<file path="config.mk">
export PLATFORM = sky130hd
export DESIGN_NAME = e1of4_reg_tester
export DESIGN_NICKNAME = d
export VERILOG_FILES = /design/src/rtl/e1of4_tb_pkg.sv /design/src/rtl/e1of4_tester_exp_fifo.sv /design/src/rtl/e1of4_reg_tester.sv
export SDC_FILE = /design/constraint.sdc
export NUM_CORES = 1
export LEC_CHECK = 0
export BUFFER_PORTS_ARGS = -buffer_cell sky130_fd_sc_hd__buf_4
export CAP_MARGIN = 20
export CORE_MARGIN = 2
export CORE_UTILIZATION = 57
export DETAILED_ROUTE_END_ITERATION = 6
export GPL_TIMING_DRIVEN = 0
export PLACE_DENSITY = 0.8
export SYNTH_ARGS = -nofsm -noshare
export SYNTH_HDL_FRONTEND = slang
export SYNTH_SLANG_ARGS = --single-unit
</file>
<file path="constraint.sdc">
create_clock -name CLK -period 2.65 [get_ports CLK]
set_input_delay 0.53 -clock CLK [delete_from_list [all_inputs] [get_ports CLK]]
set_output_delay 0.53 -clock CLK [all_outputs]
set_load 0.005 [all_outputs]
</file>
<file path="src/rtl/e1of4_tb_pkg.sv">
// ============================================================================
// Module : e1of4_tb_pkg
// Brief  : Shared encodings for the e1of4 register tester.
// Rev    : 1.0
// ============================================================================
`default_nettype none

package e1of4_tb_pkg;

    localparam logic [1:0] CTRL_READ  = 2'b00;
    localparam logic [1:0] CTRL_WRITE = 2'b01;
    localparam logic [1:0] CTRL_RDWR  = 2'b10;

    typedef enum logic [2:0] {
        ST_IDLE     = 3'd0,
        ST_ISSUE    = 3'd1,
        ST_WAIT_ACK = 3'd2,
        ST_WAIT_REL = 3'd3,
        ST_DRAIN    = 3'd4,
        ST_DONE     = 3'd5
    } state_e;

    // Fibonacci taps for x^16+x^14+x^13+x^11+1 with a left-shifting register
    localparam logic [15:0] LFSR_TAPS = 16'hB400;
    localparam logic [15:0] LFSR_SEED = 16'h0001;

    function automatic logic cmd_reads(input logic [1:0] ctrl);
        return (ctrl == CTRL_READ) || (ctrl == CTRL_RDWR);
    endfunction

endpackage

`default_nettype wire

</file>
<file path="src/rtl/e1of4_tester_exp_fifo.sv">
// ============================================================================
// Module : e1of4_tester_exp_fifo
// Brief  : Synchronous FIFO of expected read values; push+pop allowed when full.
// Rev    : 1.0
// ============================================================================
`default_nettype none

module e1of4_tester_exp_fifo #(
    parameter int DW    = 2,
    parameter int DEPTH = 4
) (
    input  logic          clk,
    input  logic          rst,
    input  logic          push_i,
    input  logic [DW-1:0] push_data_i,
    input  logic          pop_i,
    output logic [DW-1:0] head_o,
    output logic          full_o,
    output logic          empty_o
);

    localparam int AW = $clog2(DEPTH);

    logic [DW-1:0] mem_q [DEPTH];
    logic [AW:0]   wr_ptr_q;
    logic [AW:0]   rd_ptr_q;
    logic          do_push;
    logic          do_pop;

    assign empty_o = (wr_ptr_q == rd_ptr_q);
    assign full_o  = (wr_ptr_q[AW] != rd_ptr_q[AW]) &&
                     (wr_ptr_q[AW-1:0] == rd_ptr_q[AW-1:0]);
    assign do_pop  = pop_i && !empty_o;
    assign do_push = push_i && (!full_o || do_pop);
    assign head_o  = mem_q[rd_ptr_q[AW-1:0]];

    always_ff @(posedge clk) begin
        if (rst) begin
            wr_ptr_q <= '0;
            rd_ptr_q <= '0;
        end else begin
            if (do_push) wr_ptr_q <= wr_ptr_q + 1'b1;
            if (do_pop)  rd_ptr_q <= rd_ptr_q + 1'b1;
        end
    end

    always_ff @(posedge clk) begin
        if (do_push) mem_q[wr_ptr_q[AW-1:0]] <= push_data_i;
    end

endmodule

`default_nettype wire

</file>
<file path="src/rtl/e1of4_reg_tester.sv">
// ============================================================================
// Module : e1of4_reg_tester
// Brief  : Command generator and read checker for e1of4 QDI register DUTs.
//          Optional watchdog enabled by defining TESTER_TIMEOUT_EN.
// Rev    : 1.0
// ============================================================================
`default_nettype none

module e1of4_reg_tester
    import e1of4_tb_pkg::*;
#(
    parameter int DW         = 2,
    parameter int NUM_TOKENS = 16,
    parameter int MODE       = 0,
    parameter int INIT_VAL   = 0,
    parameter int EXP_DEPTH  = 4,
    parameter int TIMEOUT    = 1024
) (
    input  logic          CLK,
    input  logic          RESET,
    input  logic          start,
    output logic [DW-1:0] tx_data,
    output logic [1:0]    tx_ctrl,
    output logic          tx_go,
    input  logic          tx_ack,
    input  logic [DW-1:0] rx_data,
    input  logic          rx_valid,
    output logic          busy,
    output logic          done,
    output logic [15:0]   tx_count,
    output logic [15:0]   rx_count,
    output logic [15:0]   err_count,
    output logic          timeout
);

    localparam logic [31:0] NUM_TOK_U = 32'(NUM_TOKENS);

    if ((DW % 2) != 0 || DW < 2 || NUM_TOKENS < 1 || EXP_DEPTH < 2 || TIMEOUT < 1) begin : g_param_check
        $error("e1of4_reg_tester: illegal parameter set");
    end

    state_e        state_q;
    logic [DW-1:0] tx_data_q;
    logic [1:0]    tx_ctrl_q;
    logic          tx_go_q, busy_q, done_q;
    logic [15:0]   tx_count_q, rx_count_q, err_count_q;
    logic [DW-1:0] shadow_q, wr_k_q, rx_data_q;
    logic [15:0]   lfsr_q;
    logic          rx_valid_q, rx_valid_qq;

    logic [1:0]    cmd_ctrl_d;
    logic [DW-1:0] cmd_data_d, lfsr_data;
    logic [15:0]   lfsr_d;
    logic [31:0]   tx_count_ext;
    logic          push, rx_edge, fifo_push, fifo_pop, err_inc, wd_fire;
    logic          fifo_full, fifo_empty;
    logic [DW-1:0] fifo_head;

    if (DW <= 14) begin : g_lfsr_narrow
        assign lfsr_data = lfsr_q[DW+1:2];
    end else begin : g_lfsr_wide
        assign lfsr_data = {{(DW-14){1'b0}}, lfsr_q[15:2]};
    end

    assign lfsr_d       = {lfsr_q[14:0], ^(lfsr_q & LFSR_TAPS)};
    assign tx_count_ext = {16'd0, tx_count_q};

    always_comb begin
        cmd_ctrl_d = CTRL_READ;
        cmd_data_d = wr_k_q;
        if (MODE == 1) begin
            cmd_ctrl_d = (lfsr_q[1:0] == 2'b11) ? CTRL_READ : lfsr_q[1:0];
            cmd_data_d = lfsr_data;
        end else if (!tx_count_q[0] && (tx_count_ext != NUM_TOK_U - 32'd1)) begin
            cmd_ctrl_d = CTRL_WRITE;
        end
    end

    // An edge arriving while the FIFO is empty but a push is in flight is
    // checked against the pushed value and neither side touches the FIFO.
    assign push      = (state_q == ST_WAIT_ACK) && tx_ack && cmd_reads(tx_ctrl_q);
    assign rx_edge   = rx_valid_q && !rx_valid_qq;
    assign fifo_pop  = rx_edge && !fifo_empty;
    assign fifo_push = push && !(rx_edge && fifo_empty);
    assign err_inc   = rx_edge && (fifo_empty ? (!push || (rx_data_q != shadow_q))
                                              : (rx_data_q != fifo_head));

    e1of4_tester_exp_fifo #(
        .DW    (DW),
        .DEPTH (EXP_DEPTH)
    ) u_exp_fifo (
        .clk         (CLK),
        .rst         (RESET),
        .push_i      (fifo_push),
        .push_data_i (shadow_q),
        .pop_i       (fifo_pop),
        .head_o      (fifo_head),
        .full_o      (fifo_full),
        .empty_o     (fifo_empty)
    );

`ifdef TESTER_TIMEOUT_EN
    logic        tx_ack_q;
    logic [31:0] wd_q;
    logic        timeout_q;
    logic        watching, activity;

    assign watching = (state_q == ST_WAIT_ACK) || (state_q == ST_WAIT_REL) ||
                      (state_q == ST_DRAIN);
    assign activity = (tx_ack != tx_ack_q) || (rx_valid_q != rx_valid_qq);
    assign wd_fire  = watching && !activity && (wd_q >= 32'(TIMEOUT - 1));
    assign timeout  = timeout_q;

    always_ff @(posedge CLK) begin
        if (RESET) begin
            tx_ack_q  <= 1'b0;
            wd_q      <= '0;
            timeout_q <= 1'b0;
        end else begin
            tx_ack_q <= tx_ack;
            if (!watching || activity) wd_q <= '0;
            else                       wd_q <= wd_q + 32'd1;
            if (wd_fire) timeout_q <= 1'b1;
        end
    end
`else
    assign wd_fire = 1'b0;
    assign timeout = 1'b0;
`endif

    always_ff @(posedge CLK) begin
        if (RESET) begin
            state_q     <= ST_IDLE;
            tx_data_q   <= '0;
            tx_ctrl_q   <= CTRL_READ;
            tx_go_q     <= 1'b0;
            busy_q      <= 1'b0;
            done_q      <= 1'b0;
            tx_count_q  <= '0;
            rx_count_q  <= '0;
            err_count_q <= '0;
            shadow_q    <= DW'(INIT_VAL);
            wr_k_q      <= '0;
            lfsr_q      <= LFSR_SEED;
            rx_valid_q  <= 1'b0;
            rx_valid_qq <= 1'b0;
            rx_data_q   <= '0;
        end else begin
            rx_valid_q  <= rx_valid;
            rx_valid_qq <= rx_valid_q;
            rx_data_q   <= rx_data;
            if (rx_edge) rx_count_q <= rx_count_q + 16'd1;
            if (err_inc && (err_count_q != 16'hFFFF)) err_count_q <= err_count_q + 16'd1;

            case (state_q)
                ST_IDLE, ST_DONE: begin
                    if (start) begin
                        state_q     <= ST_ISSUE;
                        busy_q      <= 1'b1;
                        done_q      <= 1'b0;
                        tx_count_q  <= '0;
                        rx_count_q  <= '0;
                        err_count_q <= '0;
                        wr_k_q      <= '0;
                    end
                end
                ST_ISSUE: begin
                    if (!(cmd_reads(cmd_ctrl_d) && fifo_full)) begin
                        tx_data_q <= cmd_data_d;
                        tx_ctrl_q <= cmd_ctrl_d;
                        tx_go_q   <= 1'b1;
                        state_q   <= ST_WAIT_ACK;
                        if (MODE == 1) lfsr_q <= lfsr_d;
                        if (cmd_ctrl_d == CTRL_WRITE) wr_k_q <= wr_k_q + 1'b1;
                    end
                end
                ST_WAIT_ACK: begin
                    if (tx_ack) begin
                        tx_go_q    <= 1'b0;
                        tx_count_q <= tx_count_q + 16'd1;
                        if (tx_ctrl_q != CTRL_READ) shadow_q <= tx_data_q;
                        state_q    <= ST_WAIT_REL;
                    end
                end
                ST_WAIT_REL: begin
                    if (!tx_ack) state_q <= (tx_count_ext < NUM_TOK_U) ? ST_ISSUE : ST_DRAIN;
                end
                ST_DRAIN: begin
                    if (fifo_empty) begin
                        state_q <= ST_DONE;
                        busy_q  <= 1'b0;
                        done_q  <= 1'b1;
                    end
                end
                default: state_q <= ST_IDLE;
            endcase

            if (wd_fire) begin
                state_q <= ST_DONE;
                tx_go_q <= 1'b0;
                busy_q  <= 1'b0;
                done_q  <= 1'b1;
            end
        end
    end

    assign tx_data   = tx_data_q;
    assign tx_ctrl   = tx_ctrl_q;
    assign tx_go     = tx_go_q;
    assign busy      = busy_q;
    assign done      = done_q;
    assign tx_count  = tx_count_q;
    assign rx_count  = rx_count_q;
    assign err_count = err_count_q;

endmodule

`default_nettype wire
</file>
### Word-level counts from Yosys, hierarchy flattened

Memories as Yosys holds them, arrays and structs flattened. A register that Yosys moved wholly into a read port is not among the register bits.
Index checks and enable logic that the tools add are counted.

* register bits after elaboration: 72
* latch bits: 0
* bits in writable memories: 8
* ROM bits: 0
* input port bits: 7
* output and inout port bits: 56
* word-level logic and storage cells: 120
* memories kept: 1

* add/sub/neg operators: 6
* multipliers: 0
* div/mod/pow operators: 0
* magnitude comparators: 1
* equality and inequality tests: 21
* shifts and indexed selects: 0
* multiplexer cells: 35
* bitwise operators: 1
* reduce and logical (&&, ||, !) cells: 39

Memory list
* u_exp_fifo.mem_q: depth 4, width 2, rd ports 1, clocked after Yosys merged registers in 1, wr ports 1, line e1of4_tester_exp_fifo.sv:24 `logic [DW-1:0] mem_q [DEPTH];`

Operator list (count)
* $mux 16: 8
* $add 16x1->16 const B: 3
* $pmux 16 s2: 1
* $mux 3: 6
* $lt 16x5->1 const B: 1
* $ne 16x16->1 const B: 1
* $ne 16x4->1 const B: 1
* $pmux 3 s5: 1
* $logic_and 1x1->1: 13
* $ne 2x2->1 const B: 6
* $reduce_and 3->1: 4
* $mux 1: 10
* $mux 2: 5
* $reduce_bool 2->1: 5
* $add 3x1->3 const B: 2
* $eq 3x2->1 const B: 2
* $eq 3x3->1 const B: 2
* $logic_not 1->1: 6
* $pmux 1 s2: 3
* $reduce_and 5->1: 1
* $logic_not 2->1: 2
* $logic_or 1x1->1: 4
* $ne 2x2->1: 2
* $pmux 2 s2: 1
* 13 further kinds: 13

### Logic depth before layout (Yosys ltp)

* depth after elaboration: 11
* gate-level depth with buffers: 7
* gate-level depth less buffers: 6

### Modules after synthesis

A second synthesis with hierarchy kept.

* cells, all modules: 437
* area total of the unflattened synthesis: 4041.4 um2

Modules (own cells, without submodules)
* e1of4_reg_tester: times used 1, cells an instance 372, area an instance 3206.8 um2, seq. area each 1301.2 um2
* e1of4_tester_exp_fifo: times used 1, cells an instance 65, area an instance 834.6 um2, seq. area each 400.4 um2

### Least setup slack after synthesis

OpenSTA, ideal clock, no wires.

* path kind: reg-to-reg
* start point: reg (tool-made name)
* end point: reg err_count_q[10] (netlist: err_count[10])
* library setup time: 135 ps
* arrival time: 1941 ps
* data required time: 2515 ps
* setup slack: 574 ps
* cell stages (with the launch flop): 8
* buffers on the path: 2
* period minus slack after synthesis: 2076 ps
* path through: dfxtp_1 > mux4_1 > xnor2_1 > o211a_4 > buf_6 > buf_4 > o311ai_0 > o41ai_1

RTL lines
* end signal, assigned: line e1of4_reg_tester.sv:153 `if (err_inc && (err_count_q != 16'hFFFF)) err_count_q <= err_count_q + 16'd1;`
* end, declared: line e1of4_reg_tester.sv:46 `logic [15:0] tx_count_q, rx_count_q, err_count_q;`

### Worst setup path after layout

* start point: reg tx_count_q[0] (netlist: tx_count[0])
* end point: reg tx_data_q[0] (netlist: tx_data[0])

* cells in the longest elaborated chain, start to end: 8
* elaborated cells between the ends (all ways): 10
* classes of those cells: eq/ne (2); mux (1); bitwise (1); reduce/logical (6)

RTL lines
* start, declared: line e1of4_reg_tester.sv:46
* start signal, assigned: line e1of4_reg_tester.sv:180 `tx_count_q <= tx_count_q + 16'd1;`
* $ne 16x4->1 / $logic_not 1->1 (equally long branches): line e1of4_reg_tester.sv:74 `end else if (!tx_count_q[0] && (tx_count_ext != NUM_TOK_U - 32'd1)) begin`
* $logic_and 1x1->1 (*): line e1of4_reg_tester.sv:74
* $mux 1 (*): line e1of4_reg_tester.sv:74
* $eq 1x2->1 / $logic_not 2->1 (equally long branches): line e1of4_tb_pkg.sv:28 `return (ctrl == CTRL_READ) || (ctrl == CTRL_RDWR);`
* $logic_or 1x1->1 (*): line e1of4_tb_pkg.sv:28
* $logic_and 1x1->1 (*): line e1of4_reg_tester.sv:168 `if (!(cmd_reads(cmd_ctrl_d) && fifo_full)) begin`
* $not 1->1 (no line) (*)
* $reduce_and 2->1 (no line) (*)
* end signal, assigned: line e1of4_reg_tester.sv:169 `tx_data_q <= cmd_data_d;`
* end, declared: line e1of4_reg_tester.sv:43 `logic [DW-1:0] tx_data_q;`

Every way passes the cells marked *; elsewhere a longest branch is shown, timed or not.
A chain may end at the register's enable or synchronous reset.

==> reports/metrics.yaml <==
outcome:
  outcome: "completed"
floorplan:
  ios: 63
  rows: 30
  die_area_um2: 7759
  core_um2: 6832
  start_util: 0.5899
  die_w_um: 88.09
  die_h_um: 88.09
clock_network:
  post_cts_buffers: 0
  htreeDepth: 3
  clockBufferDepth: 2
  hold_buffers: 0
  cts_tree: "yes"
  clk_pin_slew_ps: 80
  post_cts_resized: 0
  cts_root_buf: "clkbuf_8"
  cts_buffers: 9
  numClockSinks: 81
  clock_latency_ps: 370
worst_setup_path:
  startpoint_type: "flip-flop"
  cpPeakStageDelay_ps: 540
  critPathArrivalTime_ps: 2600
  crit_chain: "ha_1 > and3_1 > clkbuf_1 > a41oi_1 > o21ai_0 > mux2i_1 > nor2_1"
  slowest_stage: "o21ai_0"
  cp-end-kind: "flip-flop"
  crit_fanout: 7
  critPathKind: "flip-flop to flip-flop"
  crit_required_ps: 2900
timing:
  tns_ps: 0
  drv_slew: 0
  finalCritPeriodShare: 0.8861
  fin_crit_ps: 2348
  worst_pin_slew_ps: 807.6
  fmaxAchievable_ghz: 0.4258
  final-hold-violation-count: 0
  finalClockSkew_ps: 6.711
  rsz0062_at_grt: "no"
  relSlewSlack: 0.4591
  setup-violations-final: 0
synthesis:
  synth_seq_area_share: 0.4222
  synthCells: 449
  synth.largest_area_cell: "dfxtp_1"
  synth_ff_type: "dfxtp_1"
  syn_area_per_cell_um2: 8.976
  synth.top_cell.area_share: 0.3626
  synth_seq_cells: 81
  synth_enable_flop_cells: 8
  yosys_warnings: 0
  synthArstFlopShare: 0
  synth_area_um2: 4030
  synthDistinctLibCells: 56
  synth_area_leaders: "dfxtp_1 36%, edfxtp_1 6.0%, nor2_1 5.2%"
placement:
  dp_hpwl_um: 6624
  numPortBuffers: 60
  gp_congestion: 0.9519
power:
  ir_drop_mv: 0.3646
  p_per_area_nw_per_um2: 489.4
  power_switching_w: 0.0006449
  clkPwrFrac: 0.337
  power_frac_seq: 0.551
  report.power.total_w: 0.002334
  combPwrFrac: 0.112
  p_leak_nw: 1.801
  p_sw_frac: 0.2764
  p_int_w: 0.001689
global_routing:
  track_usage: 0.2436
  grt_max_degree: 15
  grt.overflow.total: 0
  grt_first_pass_wirelength_um: 14680
  antenna_found_initial: 0
  grt_pass1_vias: 3138
detailed_routing:
  drt-initial-drc-count: 205
  detailroute.via_count: 3583
  via_per_inst: 5.760
  finalWirelength_um: 9220
  wire_per_inst_um: 14.82
  drtPass1Iterations: 4
  drc: 0
  ant_nets: 0
layout:
  drive_gt1_frac: 0.1692
  final_common_cell: "dfxtp_1"
  syn_to_final_growth_pct: 18.32
  fin_util: 0.6980
  antennaDiodeCount: 0
  final_net_count: 536
  final_cell_mix: "73 x dfxtp_1, 63 x buf_4, 56 x nor2_1"
hold_path:
  hp-class: "input port to flip-flop"
job:
  max-cap-violations: 0
## stage by stage
step	cell area (µm²)	hold WS [ps]	cells	setup slack [ps]
2_1_floorplan	4034	452.7	450	574.3
3_3_place_gp	4604	450.1	606	236.7
3_5_place_dp	4604	450.8	606	201.9
4_1_cts	4768	363.3	622	324.3
5_1_grt	4768	363.1	622	106.7
6_report	4768	371.5	622	301.7
## power by group through the flow
| stage | clock, W | sequential, W | combinational, W |
|---|---|---|---|
| 3_3_place_gp | 0 | 0.00131 | 0.000252 |
| 4_1_cts | 0.000801 | 0.00129 | 0.000259 |
| 5_1_grt | 0.000853 | 0.00129 | 0.000287 |
| 6_report | 0.000787 | 0.00129 | 0.000261 |
| 3_5_place_dp | 0 | 0.00131 | 0.000256 |
| 2_1_floorplan | 0 | 0.00131 | 0.000179 |
## worst paths after layout
path / from / end / slack [ps] / cells after the start
min: rx_valid / rx_valid_q / 370 / 2
max: tx_count[0] / tx_data[0] / 300 / 7
min reg2reg: tx_go / tx_go / 470 / 2
max reg2reg: tx_count[0] / tx_data[0] / 300 / 7
## final cells by class
| class | count | area (µm²) |
|---|---|---|
| buffer | 22 | 116.4 |
| clock buffer | 10 | 127.6 |
| clock inverter | 6 | 36.28 |
| fill | 544 | 2063 |
| inverter | 7 | 26.28 |
| multi-input combinational | 340 | 2190 |
| sequential | 81 | 1702 |
| tap | 96 | 120.1 |
| timing repair buffer | 60 | 450.4 |
## registers in the layout (all words and copies together), names as in the netlist, named ones only
name,cells
err_count,16
rx_count,16
tx_count,16
u_exp_fifo.mem_q,8
state_q,3
u_exp_fifo.rd_ptr_q,3
u_exp_fifo.wr_ptr_q,3
cmd_data_d,2
rx_data_q,2
shadow_q,2
tx_data,2
busy,1
done,1
rx_valid_q,1
rx_valid_qq,1
tx_ctrl,1
tx_go,1
## synth_stat cells (all sizes together), types with 6 or more instances
library cell  number
dfxtp             73
nor2              56
nand2             37
xor2              22
a21oi             20
nand4             16
nand3             15
o21ai             15
mux2i             14
clkbuf            13
xnor2             12
nor2b             11
nor4              11
nand2b            10
or4               10
buf                9
edfxtp             8
ha                 8
o211ai             8
or3                8
inv                7
o31ai              7
and4               6
## critical path, delay by kind of cell (launching register included)
kind                     cells  cell delay [ps]
flip-flops                   1              450
buffers and inverters        1              270
multiplexers                 1              240
AND/OR/NAND/NOR              2              200
adder cells (fa/ha/maj)      1              200
AO/OA/AOI/OAI                2              870
## per-layer routing
| metal | vias up | track usage | part of all wire |
|---|---|---|---|
| li1 | 1772 | - | - |
| met1 | 1679 | 0.3154 | 0.44 |
| met2 | 111 | 0.3939 | 0.47 |
| met3 | 21 | 0.05090 | 0.055 |
| met4 | 0 | 0.1088 | 0.027 |
| met5 | - | 0 | 0 |
## kinds of logic (layout without fill, tap and decap cells)
kind of cell	count (synthesis)	in the layout	share of synthesized area
XOR/XNOR	34	34	0.07389
buffers and inverters	29	105	0.03539
AND/OR/NAND/NOR	200	200	0.2583
AO/OA/AOI/OAI	78	78	0.1338
multiplexers	18	18	0.05060
other	1	2	0.0009305
flip-flops	81	81	0.4222
adder cells (fa/ha/maj)	8	8	0.02484
Power figures use the tool's default switching activity.
